## src/rtl/sad_fetch_sequencer_pkg.sv

```systemverilog
// Shared types and constants for the SAD fetch sequencer.
package sad_fetch_sequencer_pkg;

  localparam int unsigned ADDR_W     = 32;
  localparam int unsigned WORD_BYTES = 4;
  localparam int unsigned WIN_WORDS  = 4;

  typedef enum logic [2:0] {
    S_IDLE,
    S_CLEAR,
    S_WIN_REQ,
    S_FRM_REQ,
    S_DRAIN,
    S_DONE
  } state_t;

  // Drops the byte-lane bits of a byte address.
  function automatic logic [ADDR_W-1:0] word_align(input logic [ADDR_W-1:0] a);
    return {a[ADDR_W-1:2], 2'b00};
  endfunction

endpackage

```

## src/rtl/sad_fetch_sequencer_if.sv

```systemverilog
// Memory read request / response bus between the sequencer and memory.
interface sad_fetch_sequencer_if;
  import sad_fetch_sequencer_pkg::*;

  logic              req_valid;
  logic [ADDR_W-1:0] req_addr;
  logic              req_ready;
  logic              rsp_valid;

  modport master (output req_valid, req_addr, input req_ready, rsp_valid);
  modport slave  (input req_valid, req_addr, output req_ready, rsp_valid);
endinterface

```

## src/rtl/sad_req_counter.sv

```systemverilog
// Outstanding read request counter with look-ahead full flag.
module sad_req_counter #(
  parameter  int unsigned MAX_OUT = 4,
  localparam int unsigned CNT_W   = $clog2(MAX_OUT + 1)
) (
  input  logic             clk,
  input  logic             rst_n,
  input  logic             i_inc,
  input  logic             i_dec,
  output logic [CNT_W-1:0] o_count,
  output logic [CNT_W-1:0] o_count_nxt_c,
  output logic             o_full_nxt_c
);

  logic [CNT_W-1:0] r_count;
  logic [CNT_W-1:0] w_count_nxt;

  always_comb begin
    w_count_nxt = r_count;
    if (i_inc && !i_dec)      w_count_nxt = r_count + CNT_W'(1);
    else if (!i_inc && i_dec) w_count_nxt = r_count - CNT_W'(1);
  end

  always_ff @(posedge clk or negedge rst_n) begin
    if (!rst_n) r_count <= '0;
    else        r_count <= w_count_nxt;
  end

  assign o_count       = r_count;
  assign o_count_nxt_c = w_count_nxt;
  assign o_full_nxt_c  = (w_count_nxt == CNT_W'(MAX_OUT));

endmodule

```

## src/rtl/sad_fetch_sequencer.sv

```systemverilog
// Fetches a 4-word window then a frame row, steering each returned word into
// the SAD shift registers and strobing the min register with candidate tags.
module sad_fetch_sequencer
  import sad_fetch_sequencer_pkg::*;
#(
  parameter int unsigned LEN_W   = 16,
  parameter int unsigned MAX_OUT = 4
) (
  input  logic                         clk,
  input  logic                         rst_n,
  sad_fetch_sequencer_if.master        bus,
  input  logic                         i_start,
  input  logic [ADDR_W-1:0]            i_win_base,
  input  logic [ADDR_W-1:0]            i_frm_base,
  input  logic [LEN_W-1:0]             i_frm_len,
  output logic                         o_window_shift_c,
  output logic                         o_frame_shift_c,
  output logic                         o_min_in_c,
  output logic [ADDR_W-1:0]            o_tag_c,
  output logic                         o_min_clear,
  output logic                         o_load_min,
  output logic                         o_busy,
  output logic                         o_done,
  output logic                         o_err
);

  localparam int unsigned CNT_W = $clog2(MAX_OUT + 1);
  localparam int unsigned RW    = LEN_W + 1;

  state_t            r_state, w_state_nxt;
  logic [ADDR_W-1:0] r_win_base, r_frm_base;
  logic [LEN_W-1:0]  r_len;
  logic [RW-1:0]     r_iss, w_iss_nxt;
  logic [RW-1:0]     r_rsp, w_rsp_nxt;
  logic              r_req_valid, w_req_valid_nxt;
  logic [ADDR_W-1:0] r_req_addr, w_req_addr_nxt;
  logic              r_err, w_err_nxt;
  logic              r_min_clear, r_load_min, r_busy, r_done;
  logic              w_cap;

  logic              w_hs, w_rsp_ok, w_stray, w_fetching, w_full_nxt;
  logic [CNT_W-1:0]  w_count, w_count_nxt;
  logic [RW-1:0]     w_j;

  assign w_hs       = r_req_valid && bus.req_ready;
  assign w_fetching = (r_state == S_WIN_REQ) || (r_state == S_FRM_REQ) || (r_state == S_DRAIN);
  assign w_rsp_ok   = bus.rsp_valid && w_fetching && (w_count != '0);
  assign w_stray    = bus.rsp_valid && !w_rsp_ok;

  sad_req_counter #(.MAX_OUT(MAX_OUT)) u_req_counter (
    .clk           (clk),
    .rst_n         (rst_n),
    .i_inc         (w_hs),
    .i_dec         (w_rsp_ok),
    .o_count       (w_count),
    .o_count_nxt_c (w_count_nxt),
    .o_full_nxt_c  (w_full_nxt)
  );

  always_ff @(posedge clk or negedge rst_n) begin
    if (!rst_n) r_state <= S_IDLE;
    else        r_state <= w_state_nxt;
  end

  always_comb begin
    w_state_nxt     = r_state;
    w_iss_nxt       = r_iss;
    w_rsp_nxt       = w_rsp_ok ? r_rsp + RW'(1) : r_rsp;
    w_req_addr_nxt  = r_req_addr;
    w_req_valid_nxt = 1'b0;
    w_err_nxt       = r_err || w_stray;
    w_cap           = 1'b0;
    case (r_state)
      S_IDLE: begin
        if (i_start) begin
          w_cap     = 1'b1;
          w_iss_nxt = '0;
          w_rsp_nxt = '0;
          if (i_frm_len < LEN_W'(WIN_WORDS)) begin
            w_state_nxt = S_DONE;
            w_err_nxt   = 1'b1;
          end else begin
            w_state_nxt = S_CLEAR;
            w_err_nxt   = w_stray;
          end
        end
      end
      S_CLEAR: begin
        w_state_nxt    = S_WIN_REQ;
        w_req_addr_nxt = r_win_base;
      end
      S_WIN_REQ: begin
        if (w_hs) begin
          if (r_iss == RW'(WIN_WORDS - 1)) begin
            w_state_nxt    = S_FRM_REQ;
            w_iss_nxt      = '0;
            w_req_addr_nxt = r_frm_base;
          end else begin
            w_iss_nxt      = r_iss + RW'(1);
            w_req_addr_nxt = r_req_addr + ADDR_W'(WORD_BYTES);
          end
        end
      end
      S_FRM_REQ: begin
        if (w_hs) begin
          w_iss_nxt      = r_iss + RW'(1);
          w_req_addr_nxt = r_req_addr + ADDR_W'(WORD_BYTES);
          if (r_iss + RW'(1) == {1'b0, r_len}) w_state_nxt = S_DRAIN;
        end
      end
      S_DRAIN: begin
        if ((w_count_nxt == '0) && (w_rsp_nxt == {1'b0, r_len} + RW'(WIN_WORDS)))
          w_state_nxt = S_DONE;
      end
      S_DONE:  w_state_nxt = S_IDLE;
      default: w_state_nxt = S_IDLE;
    endcase
    // A pending request is held until accepted; a fresh one needs a free slot.
    if ((w_state_nxt == S_WIN_REQ) || (w_state_nxt == S_FRM_REQ))
      w_req_valid_nxt = (r_req_valid && !w_hs) || !w_full_nxt;
  end

  always_ff @(posedge clk or negedge rst_n) begin
    if (!rst_n) begin
      r_win_base  <= '0;
      r_frm_base  <= '0;
      r_len       <= '0;
      r_iss       <= '0;
      r_rsp       <= '0;
      r_req_valid <= 1'b0;
      r_req_addr  <= '0;
      r_err       <= 1'b0;
      r_min_clear <= 1'b0;
      r_load_min  <= 1'b0;
      r_busy      <= 1'b0;
      r_done      <= 1'b0;
    end else begin
      if (w_cap) begin
        r_win_base <= word_align(i_win_base);
        r_frm_base <= word_align(i_frm_base);
        r_len      <= i_frm_len;
      end
      r_iss       <= w_iss_nxt;
      r_rsp       <= w_rsp_nxt;
      r_req_valid <= w_req_valid_nxt;
      r_req_addr  <= w_req_addr_nxt;
      r_err       <= w_err_nxt;
      r_min_clear <= (w_state_nxt == S_CLEAR);
      r_load_min  <= (w_state_nxt == S_DONE);
      r_busy      <= (w_state_nxt != S_IDLE);
      r_done      <= (w_state_nxt == S_DONE);
    end
  end

  // Frame word j >= 3 completes the candidate starting at frame word j-3.
  assign w_j              = r_rsp - RW'(WIN_WORDS + 3);
  assign o_window_shift_c = w_rsp_ok && (r_rsp < RW'(WIN_WORDS));
  assign o_frame_shift_c  = w_rsp_ok && (r_rsp >= RW'(WIN_WORDS));
  assign o_min_in_c       = w_rsp_ok && (r_rsp >= RW'(WIN_WORDS + 3));
  assign o_tag_c          = o_min_in_c ? r_frm_base + (ADDR_W'(w_j) * ADDR_W'(WORD_BYTES)) : '0;

  assign bus.req_valid = r_req_valid;
  assign bus.req_addr  = r_req_addr;
  assign o_min_clear   = r_min_clear;
  assign o_load_min    = r_load_min;
  assign o_busy        = r_busy;
  assign o_done        = r_done;
  assign o_err         = r_err;

endmodule

```

## src/flat_wrapper.sv

```systemverilog
// flat-port wrapper written by rule: the top's interface ports become plain ports
module sad_fetch_sequencer_flat import sad_fetch_sequencer_pkg::*;
#(
  parameter int unsigned LEN_W   = 16,
  parameter int unsigned MAX_OUT = 4
)
  (clk, rst_n, i_start, i_win_base, i_frm_base, i_frm_len, o_window_shift_c, o_frame_shift_c, o_min_in_c, o_tag_c, o_min_clear, o_load_min, o_busy, o_done, o_err, bus_req_valid, bus_req_addr, bus_req_ready, bus_rsp_valid);
  sad_fetch_sequencer_if bus_i ();
  input  logic clk;
  input  logic rst_n;
  input  logic i_start;
  input  logic [ADDR_W-1:0] i_win_base;
  input  logic [ADDR_W-1:0] i_frm_base;
  input  logic [LEN_W-1:0] i_frm_len;
  output logic o_window_shift_c;
  output logic o_frame_shift_c;
  output logic o_min_in_c;
  output logic [ADDR_W-1:0] o_tag_c;
  output logic o_min_clear;
  output logic o_load_min;
  output logic o_busy;
  output logic o_done;
  output logic o_err;
  output wire logic [$bits(bus_i.req_valid)-1:0] bus_req_valid;
  output wire logic [$bits(bus_i.req_addr)-1:0] bus_req_addr;
  input wire logic [$bits(bus_i.req_ready)-1:0] bus_req_ready;
  input wire logic [$bits(bus_i.rsp_valid)-1:0] bus_rsp_valid;
  assign bus_req_valid = bus_i.req_valid;
  assign bus_req_addr = bus_i.req_addr;
  assign bus_i.req_ready = bus_req_ready;
  assign bus_i.rsp_valid = bus_rsp_valid;
  sad_fetch_sequencer #(.LEN_W(LEN_W), .MAX_OUT(MAX_OUT)) u_core (.clk(clk), .rst_n(rst_n), .bus(bus_i), .i_start(i_start), .i_win_base(i_win_base), .i_frm_base(i_frm_base), .i_frm_len(i_frm_len), .o_window_shift_c(o_window_shift_c), .o_frame_shift_c(o_frame_shift_c), .o_min_in_c(o_min_in_c), .o_tag_c(o_tag_c), .o_min_clear(o_min_clear), .o_load_min(o_load_min), .o_busy(o_busy), .o_done(o_done), .o_err(o_err));
endmodule
```

## config.mk

```make
export PLATFORM = sky130hd
export DESIGN_NAME = sad_fetch_sequencer_flat
export DESIGN_NICKNAME = d
export VERILOG_FILES = /design/src/rtl/sad_fetch_sequencer_pkg.sv /design/src/rtl/sad_fetch_sequencer_if.sv /design/src/rtl/sad_req_counter.sv /design/src/rtl/sad_fetch_sequencer.sv /design/src/flat_wrapper.sv
export SDC_FILE = /design/constraint.sdc
export NUM_CORES = 1
export LEC_CHECK = 0
export BUFFER_PORTS_ARGS = -buffer_cell sky130_fd_sc_hd__buf_2
export CORE_MARGIN = 2
export CORE_UTILIZATION = 53
export DETAILED_ROUTE_END_ITERATION = 8
export GPL_ROUTABILITY_DRIVEN = 1
export HOLD_SLACK_MARGIN = 0.03
export PLACE_DENSITY = 0.78
export SLEW_MARGIN = 15
export SYNTH_ARGS = -nofsm -noshare
export SYNTH_HDL_FRONTEND = slang
export SYNTH_SLANG_ARGS = --single-unit
```

## constraint.sdc

```tcl
create_clock -name clk -period 4.5 [get_ports clk]
set_clock_uncertainty 0.2 [all_clocks]
set_input_delay 0.45 -clock clk [delete_from_list [all_inputs] [get_ports clk]]
set_output_delay 0.45 -clock clk [all_outputs]
set_load 0.02 [all_outputs]
```

==> results.md, run 1 <==
- The run finished, with violations left.
- The checks that failed: negative setup slack.
- The finished layout holds between 1500 and 2000 standard cells, fillers aside.
- The type of origin of the critical path is a flop.
- The number of warning messages in the yosys log is 0.
- The measured slew at the worst slew-check pin is ~1.1 ns.
- The number of nets in the layout is roughly 1400.
- The average size of a mapped cell is roughly 9 um2.
- The longest clock path from root to sink contains 2 buffers.
- By count the netlist is led by dfrtp_1, nand2_1, o21ai_0.
- The sort of element at the end of the critical path is a primary output.
- For this block, the initial DRC count from the detailed router was roughly 1000.
- Data on the critical path is required at its endpoint by slightly below 4 ns.
- Clock latency on the worst-skew pair, taken at its later pin, is between 0.4 and 0.5 ns.
- The count of unresolved DRC violations after routing is 0.
- For this design the ratio of total power to cell area is approximately 650 nW/um2.
- The clock root buffer is clkbuf_16.
- The cell with the most instances after synthesis is dfrtp_1.
- The number of primary I/O pins is approximately 160.
- Of the available clock period, the critical path in the final layout requires 105%.
- The number of endpoints with negative hold slack in the final report was 0.
- For this run, the leading register cell type out of synthesis is dfrtp_1.
- The wire length of the first global-routing pass is roughly 49000 um.
- The routed length per placed instance is between 15 and 20 um.
- The critical path goes through or4_1 -> nor4_2 -> nand3_1 -> nor2_1 -> xor2_1 -> ha_1 -> nand2_1 -> a311oi_4 -> nor2_2 -> or3_1 -> a21oi_1 -> buf_4.
- The die outline area is 20400 um2.
- The stage delay of the slowest cell on the critical path is 0.69 ns.
- The count of nets left with antenna violations after detail routing is 0.
- In this run the register-to-register setup slack is around 0.5 ns.
- The floorplan core area is between 15000 and 20000 um2.
- The number of buffers added by the clock tree synthesis step is 17.
- The smallest clock period supported by the final layout is computed as roughly 4.7 ns.
- The area growth from synthesis to final layout is 22.0%.
- The startpoint of the worst hold path is i_win_base[25].
- The share of final-layout standard cells stronger than drive strength 1 is 25.7%.
- Once placement finished, the instance area stood at between 10000 and 15000 um2.
- The max-cap check violation count is 0.
- TritonCTS built the clock tree.
- The initial antenna violation count is 2.
- Measured in cells, the most critical reg-to-reg path has a length of 9.
- The count of cell types in the netlist is 74.
- The share of flip-flops with an asynchronous set or reset is 100%.
- The number of sinks driven by the clock tree is 151.
- The cell type contributing the most total cell area after synthesis is dfrtp_1.
- The number of standard cells after synthesis is ~1200.
- Clock-pin slew was measured on the worst setup and hold paths at 0.07 ns.
- The worst register-to-register path begins at u_core.r_state[2].
- In this run the worst path has a maximum fanout of 8.
- The total vias in the final route is 9979.
- The placed wire-length estimate is between 20000 and 25000 um.
- Counting both buffers and inverters, the worst setup path holds a total of 1.
- The number of instances in the placed design is 1517.
- Entering global routing, the biggest net connects 96 pins.
- The relative slew slack is 28.2%.
- The final weighted congestion in routability-driven placement is 0.969.
- The number of pins exceeding their max-slew limit in the final report was 0.
- Counting flops with a built-in enable in the synthesized netlist gives 0.
- The detailed-route vias per instance is 6.26.
- Final hold analysis gives a worst-case slack of ~0.032 ns.
- The end point of the worst hold path is u_core.r_win_base[25].
- The die is between 100 and 150 um wide.
- CTS built an H-tree with a depth of 4.
- The worst setup margin is -0.240 ns.
- On the critical path, the stage with the largest delay is an instance of or4_1.
- For the worst setup path, the data arrival time is a little over 4 ns.
- The count of final setup violators is 15.
- Once layout is done, the placed cells without fillers occupy roughly 12000 um2.
- Row generation in the floorplan step produced 50 rows.
- The synthesized design contains around 150 register bits.
- The number of stages on the worst hold path is 2.
- The number of global-route vias before repair is about 9300.
- The all-layer global routing usage is a little over 30%.
- The area of the mapped netlist is 10200 um2.
- The final routed wirelength across all metal layers is 31200 um.
- Yosys attributes the largest share of cell area to dfrtp_1, mux2_2, o21ai_0, nand2_1, xnor2_1.
- After synthesis, the largest area contributor takes up a little under two fifths of total cell area.
- The kind of critical path is reg -> out.
- In this run the worst hold path is classified as in -> reg.
- The maximum clock frequency is about 210 MHz.
- The y dimension of the die is ~140 um.
- For this configuration, the core starts out at a cell density of around 54%.
- For this run the aggregate overflow at the end of global routing stands at 0.
- In this run the tool buffered the top-level ports with approximately 150 buffer cells.
- In this run the static leakage power is between 5 and 6 nW.
- Setup repair after global routing could not meet its margin everywhere.
- The total iterations of the first detailed-routing run is 7.
- The total power draw is ~8 mW.
- IR analysis of the VDD net gives a maximum drop of 0.419 mV.
- Adding up every negative setup slack in the final design gives -2.57 ns.
- The end of the worst register-to-register path is u_core.o_min_clear.
- The portion of the post-synthesis area used by sequential elements is between 30% and 40%.
- Grouping stages by cell kind, the critical path spends the most delay in simple AND/OR/NAND/NOR gates.
per-stage QoR:
stage	setup slack [ns]	utilization (%)
floorplan	0.00841	-
detailed placement	0.113	59.5
global route	-0.426	66.2
global placement	0.155	59.5
finish	-0.240	66.2
CTS	-0.121	65.6
cells in the final DEF (no fill, tap or decap), drive strengths merged, types with 10 or more instances in the layout:
master       Yosys  routed
a21o            12      12
or4             11      11
mux2            74      74
dfrtp          151     151
o21ai           97      97
and2            13      13
buf             17     187
clkbuf          64      18
nor4            21      21
xor2            38      38
and4            11      11
or3             15      15
and3            22      22
ha              25      25
nand2          111     111
a21oi           64      64
xnor2           44      44
a22o            14      14
nand4           15      15
nor3            32      32
inv             26      32
o31ai           10      10
o211ai          10      10
nor2            91      92
dlygate4sd3      0      30
nand3           48      48
metal layers:
| metal | up-vias | routed length [um] | GRT usage (%) |
|---|---|---|---|
| met1 | 4773 | 12900 | 43.0 |
| met5 | - | 0 | 0 |
| li1 | 4549 | - | - |
| met4 | 0 | 1080 | 11.0 |
| met2 | 570 | 14000 | 46.4 |
| met3 | 87 | 3170 | 7.18 |
area by class of cell:
class	count	area (um2)
clock buffers	18	439
inverters	26	97.6
fillers	1452	6370
clock inverters	14	158
diodes	3	7.51
repair buffers	217	1380
flip-flops and latches	151	3780
well taps	260	325
multi-input cells	905	6280
timing repair:
| action | CTS | global route |
|---|---|---|
| gates cloned | 2 | 0 |
| pin swaps | 28 | 11 |
| endpoints found under the setup margin | 14 | 16 |
| endpoints found under the hold margin | 122 | 0 |
| gates resized for setup | 48 | 19 |
| setup buffers | 8 | 2 |
| hold buffers | 30 | 0 |
where the power goes:
part / internal [mW] / total [mW] / leakage, nW / switching [mW]
sequential: 1.74 / 2.33 / 1.86 / 0.592
combinational: 1.82 / 4.32 / 3.19 / 2.50
clock: 0.756 / 1.46 / 0.285 / 0.700
worst max-delay path by stage:
stage	to	startpoint	cells after the start	slack, ns
global placement	o_tag_c[22]	u_core.r_rsp[3]	15	0.16
detailed placement	o_tag_c[22]	u_core.r_rsp[3]	15	0.11
global route	o_tag_c[31]	u_core.r_rsp[9]	12	-0.43
floorplan	o_tag_c[26]	u_core.r_rsp[3]	16	0.008
CTS	o_tag_c[27]	u_core.r_rsp[6]	13	-0.12
finish	o_tag_c[23]	u_core.r_rsp[9]	12	-0.24
logic make-up after synthesis:
kind of cell | share of synthesized area [%]
AO/OA/AOI/OAI | 17.8
other | 0.0367
adder cells (fa/ha/maj) | 3.26
flip-flops | 37.0
multiplexers | 8.45
AND/OR/NAND/NOR | 20.8
XOR/XNOR | 8.35
buffers and inverters | 4.29
sequential cells by signal, indices dropped and copies added (netlist names), 3 cells and up:
signal and flops:
u_core.bus.req_addr 30, u_core.r_frm_base 30, u_core.r_iss 17, u_core.r_len 16
u_core.r_rsp 17, u_core.r_state 3, u_core.r_win_base 30, u_core.u_req_counter.o_count 3
worst register-to-register path, delay by kind of cell, from the launching register on:
kind / cells / cell delay [ns]
compound gates: 4 / 1.55
simple gates: 3 / 1.24
flops: 1 / 0.56
buf+inv: 1 / 0.27
xor+xnor: 1 / 0.11
Note: power is estimated with default switching activity, not from simulation.
==> inputs of run 2 (changes only) <==
--- a/config.mk
+++ b/config.mk
@@ -5,14 +5,15 @@
 export SDC_FILE = /design/constraint.sdc
 export NUM_CORES = 1
 export LEC_CHECK = 0
-export BUFFER_PORTS_ARGS = -buffer_cell sky130_fd_sc_hd__buf_2
 export CORE_MARGIN = 2
-export CORE_UTILIZATION = 53
+export CORE_UTILIZATION = 59
 export DETAILED_ROUTE_END_ITERATION = 8
+export DONT_BUFFER_PORTS = 1
 export GPL_ROUTABILITY_DRIVEN = 1
 export HOLD_SLACK_MARGIN = 0.03
 export PLACE_DENSITY = 0.78
 export SLEW_MARGIN = 15
 export SYNTH_ARGS = -nofsm -noshare
 export SYNTH_HDL_FRONTEND = slang
+export SYNTH_HIERARCHICAL = 1
 export SYNTH_SLANG_ARGS = --single-unit
==> run 2 against run 1 <==
The flow still finishes with violations (negative setup slack); first-iteration DRC count decreased by 7.4%; synthesized area shrank 0.47%; count of clock-buffer cells in the layout rose by 2; critical path depth increased by 2; maximum frequency up 2.3%; clock power decreased by 8%; combinational power shrank 8.8%; hold slack improved by 0.11 ns; final cell count down 8.4%; worst setup slack better by 0.11 ns; largest cell class unchanged; highest routed layer unchanged.
==> results.md, run 2 <==
- After technology mapping, the gate count stands at about 1100.
- Of the total synthesized cell area, the portion taken by AND, OR, NAND and NOR gates is 22.5%.
- The number of global-route vias before repair is 8833.
- Setup violations remaining at the end of the flow were counted as 13.
- The die is around 140 um wide.
- The total power draw is slightly below 8 mW.
- The final core utilization is around three quarters.
- The internal power of the cells totals between 4 and 5 mW.
- At the pin with the least slew margin, the transition time is ~1.0 ns.
- After synthesis, the netlist uses about 80 different library cells.
- Port buffering added 0 buffers.
- The number of clock buffers added by TritonCTS is 17.
- The global routing met3 resource utilization is under 10%.
- The relative contribution of combinational cells to total power is approximately half.
- The number of primary I/O pins is about 160.
- The clock net in this run drives a total of 151 sinks.
- TritonCTS built the clock tree.
- In the final routed layout, each cell accounts on average for approximately 21 um.
- The sequential power share is 32.5%.
- In this run the cell area measured after placement is around 10000 um2.
- The data arrival time at the worst-slack endpoint is roughly 4 ns.
- The kind of critical path is reg -> out.
- The net switching power figure is ~3.7 mW.
- The worst setup slack for register-to-register paths is a little under 0.8 ns.
- The first detailed-routing pass took 7 iterations.
- The most numerous cell type found on the critical path is buf_4.
- From bottom edge to top edge, the die measures between 100 and 150 um.
- The stage delay of the slowest cell on the critical path is between 0.4 and 0.5 ns.
- The die outline area is around 18000 um2.
- The initial utilization of the core area, before any placement, comes to approximately 61%.
- The biggest area contributor in the post-synthesis netlist is dfrtp_1.
- In the synthesized netlist the dominant register cell turns out to be dfrtp_1.
- The clock period minus final worst setup slack is 4.63 ns.
- The main combinational cell family by area after synthesis is simple AND/OR/NAND/NOR gates.
- Summing the areas of all fa, ha and maj instances in the mapped netlist gives 3.15% of the synthesized area.
- At the end of the flow, the number of nets in the layout was roughly 1300.
- The clock root buffer is clkbuf_16.
- The most frequent standard cell in the layout excluding fill and tap cells is dfrtp_1.
- The synthesized netlist devotes roughly 8.2% of its cell area to XOR and XNOR gates.
- The total vias in the final route is approximately 9600.
- The flow ran to the end, but the final reports show violations.
- Global routing used 40.3% of the available met1 tracks.
- The placed wire-length estimate is roughly 20000 um.
- The class of the most critical hold timing path is in -> reg.
- The area fraction in compound gates after synthesis is between 15 and 20%.
- At the end of routability-driven placement, the weighted congestion stood at slightly below 0.9.
- Walking the worst path, the cells encountered are nor4_4 -> nand4_1 -> nor2_1 -> xor2_1 -> ha_2 -> a211o_1 -> a21oi_2 -> o22ai_2 -> o21a_1 -> o31ai_2 -> buf_4 -> buf_4 -> nand4b_1 -> nand3_2.
- The share of synthesized area in the top cell type comes to 37.2%.
- The clock slew at the register clock pins of the worst setup and hold paths is roughly 0.06 ns.
- The detailed-route vias per instance is roughly 6.6.
- Row generation in the floorplan step produced 47 rows.
- The number of warning messages in the yosys log is 6.
- The portion of the post-synthesis area used by sequential elements is 37.2%.
- The filler cells instantiated in the layout total 1151.
- The area of the mapped netlist is just over 10000 um2.
- By count the netlist is led by dfrtp_1, nand2_1, nor2_1.
- The proportion of total power due to net switching is 46.7%.
- The share of flip-flops with an asynchronous set or reset is 100%.
- The number of endpoints with negative hold slack in the final report came to 0.
- The cell area after layout is between 10000 and 15000 um2.
- The fraction of synthesized area in multiplexers is a little under a tenth.
- In the layout the commonest cells are dfrtp_1, nand2_1, nor2_1.
- The insertion delay to the later sink of the worst-skew pair is roughly 0.44 ns.
- The slowest stage of the critical path is the dfrtp_2 cell.
- The number of violations reported at the end of detailed-routing iteration 0 is around 950.
- The count of unresolved DRC violations after routing is 0.
- The final-layout worst hold slack is 0.137 ns.
- Sorting the synthesized cells by area gives the leading types as dfrtp_1, mux2_2, xor2_1, nand2_1, o21ai_0.
- For the final routed database, the setup TNS stands at -1.17 ns.
- For this run, the total global-route usage over all layers was measured as about a third.
- Setup repair after global routing could not meet its margin everywhere.
- The footprint of the multi-input gates is 6170 um2.
- The worst setup margin is -0.133 ns.
- STA classifies the critical path endpoint as a primary output.
- met2 is the most crowded layer.
- In the post-synthesis netlist, the cell with the most instances is dfrtp_1.
- CTS built an H-tree with a depth of 4.
- The power density normalized to cell area is about 640 nW/um2.
- The share of final-layout standard cells stronger than drive strength 1 is 19.1%.
- For this design the static power due to leakage is about 5 nW.
- The region available for standard cell placement spans about 17000 um2.
- The number of pins exceeding their max-slew limit in the final report is 0.
- Entering global routing, the biggest net connects ~150 pins.
- The global routing met2 resource utilization is between 50% and 60%.
- The power share of the clock group is between 15 and 20%.
- Derived from the worst setup path, the maximum achievable clock frequency is 216 MHz.
- The average size of a mapped cell is roughly 8.9 um2.
- The wire length of the first global-routing pass is approximately 46000 um.
- The type of origin of the critical path is a flop.
- In this run the tightest slew margin relative to its limit is ~32%.
- The sequential standard cell area is around 3800 um2.
- The count of nets left with antenna violations after detail routing is 0.
- The final routed wirelength across all metal layers is between 30000 and 40000 um.
- The initial antenna violation count is 0.
- The clock passes through at most 2 buffers.
- The tool flagged a number of max-cap violations equal to 0.
- The area growth from synthesis to layout is 20.0%.
- The final period utilization is 103%.
- The checks that failed: negative setup slack.
- For the worst setup path, the data required time is just under 4 ns.
- Across the VDD grid, the largest voltage drop is 0.384 mV.
- Global routing finished with a remaining overflow of 0.
- The number of synthesized register bits is 151.
- The number of enable-type register cells in the synthesized netlist is 0.
- Along the worst path, the maximum fanout reaches 6.
- 0 antenna diodes ended up in the layout.
-- run 2: through the flow --
stage	setup slack [ns]	cells
global placement	0.313	1319
global route	-0.306	1460
detailed placement	0.188	1319
finish	-0.133	1460
floorplan	0.300	1148
CTS	0.00651	1433
-- run 2: final timing paths --
| path | cells past startpoint | startpoint | to |
|---|---|---|---|
| setup reg to reg | 11 | u_core/r_state[2] | u_core/o_done |
| hold reg to reg | 1 | u_core/r_win_base[14] | u_core/r_win_base[14] |
| hold / removal | 3 | i_frm_len[7] | u_core/o_err |
| setup / recovery | 14 | u_core/r_rsp[7] | o_tag_c[28] |
| max in group asynchronous | 2 | rst_n | u_core/r_iss[6] |
| min in group asynchronous | 2 | rst_n | u_core/r_frm_base[8] |
-- run 2: power by group through the flow --
stage	clock [mW]	sequential, mW	combinational [mW]
after floorplan	0	2.21	2.62
final	1.35	2.55	3.94
after detailed placement	0	2.53	3.14
after global placement	0	2.51	3.05
after global routing	1.41	2.59	4.25
after CTS	1.36	2.51	3.32
-- run 2: cells by family (layout without fill, tap and decap cells) --
family,Yosys count,in the layout
xor+xnor,95,95
buf+inv,112,204
other cells,1,4
compound gates,244,244
fa+ha+maj,25,25
mux,82,82
simple gates,435,435
flops,151,151
-- run 2: layer usage --
| layer | vias to the layer above | wire (um) |
|---|---|---|
| met5 | - | 0 |
| met4 | 0 | 1580 |
| met3 | 115 | 2270 |
| met2 | 523 | 15100 |
| met1 | 4659 | 12200 |
| li1 | 4296 | - |
-- run 2: what timing repair did --
item,4_1_cts,5_1_grt
cloned,0,1
hold buffers,80,0
pin swaps,4,22
buffers inserted,2,26
endpoints found under the setup margin,13,16
endpoints found under the hold margin,229,0
gates resized for setup,20,39
-- run 2: area by class of cell --
type,instances,area share [%]
well taps,220,2.26
repair buffers,144,10.9
clock buffers,20,3.66
inverters,28,0.862
flip-flops and latches,151,31.0
clock inverters,12,0.769
multi-input cells,885,50.6
-- run 2: worst max-delay path, delay by kind of cell, from the launching register on --
family                   cells  cell delay [ns]
buffers and inverters        2             0.33
AO/OA/AOI/OAI                5             1.05
XOR/XNOR                     1             0.25
adder cells (fa/ha/maj)      1             0.36
flip-flops                   1             0.47
AND/OR/NAND/NOR              5             1.10
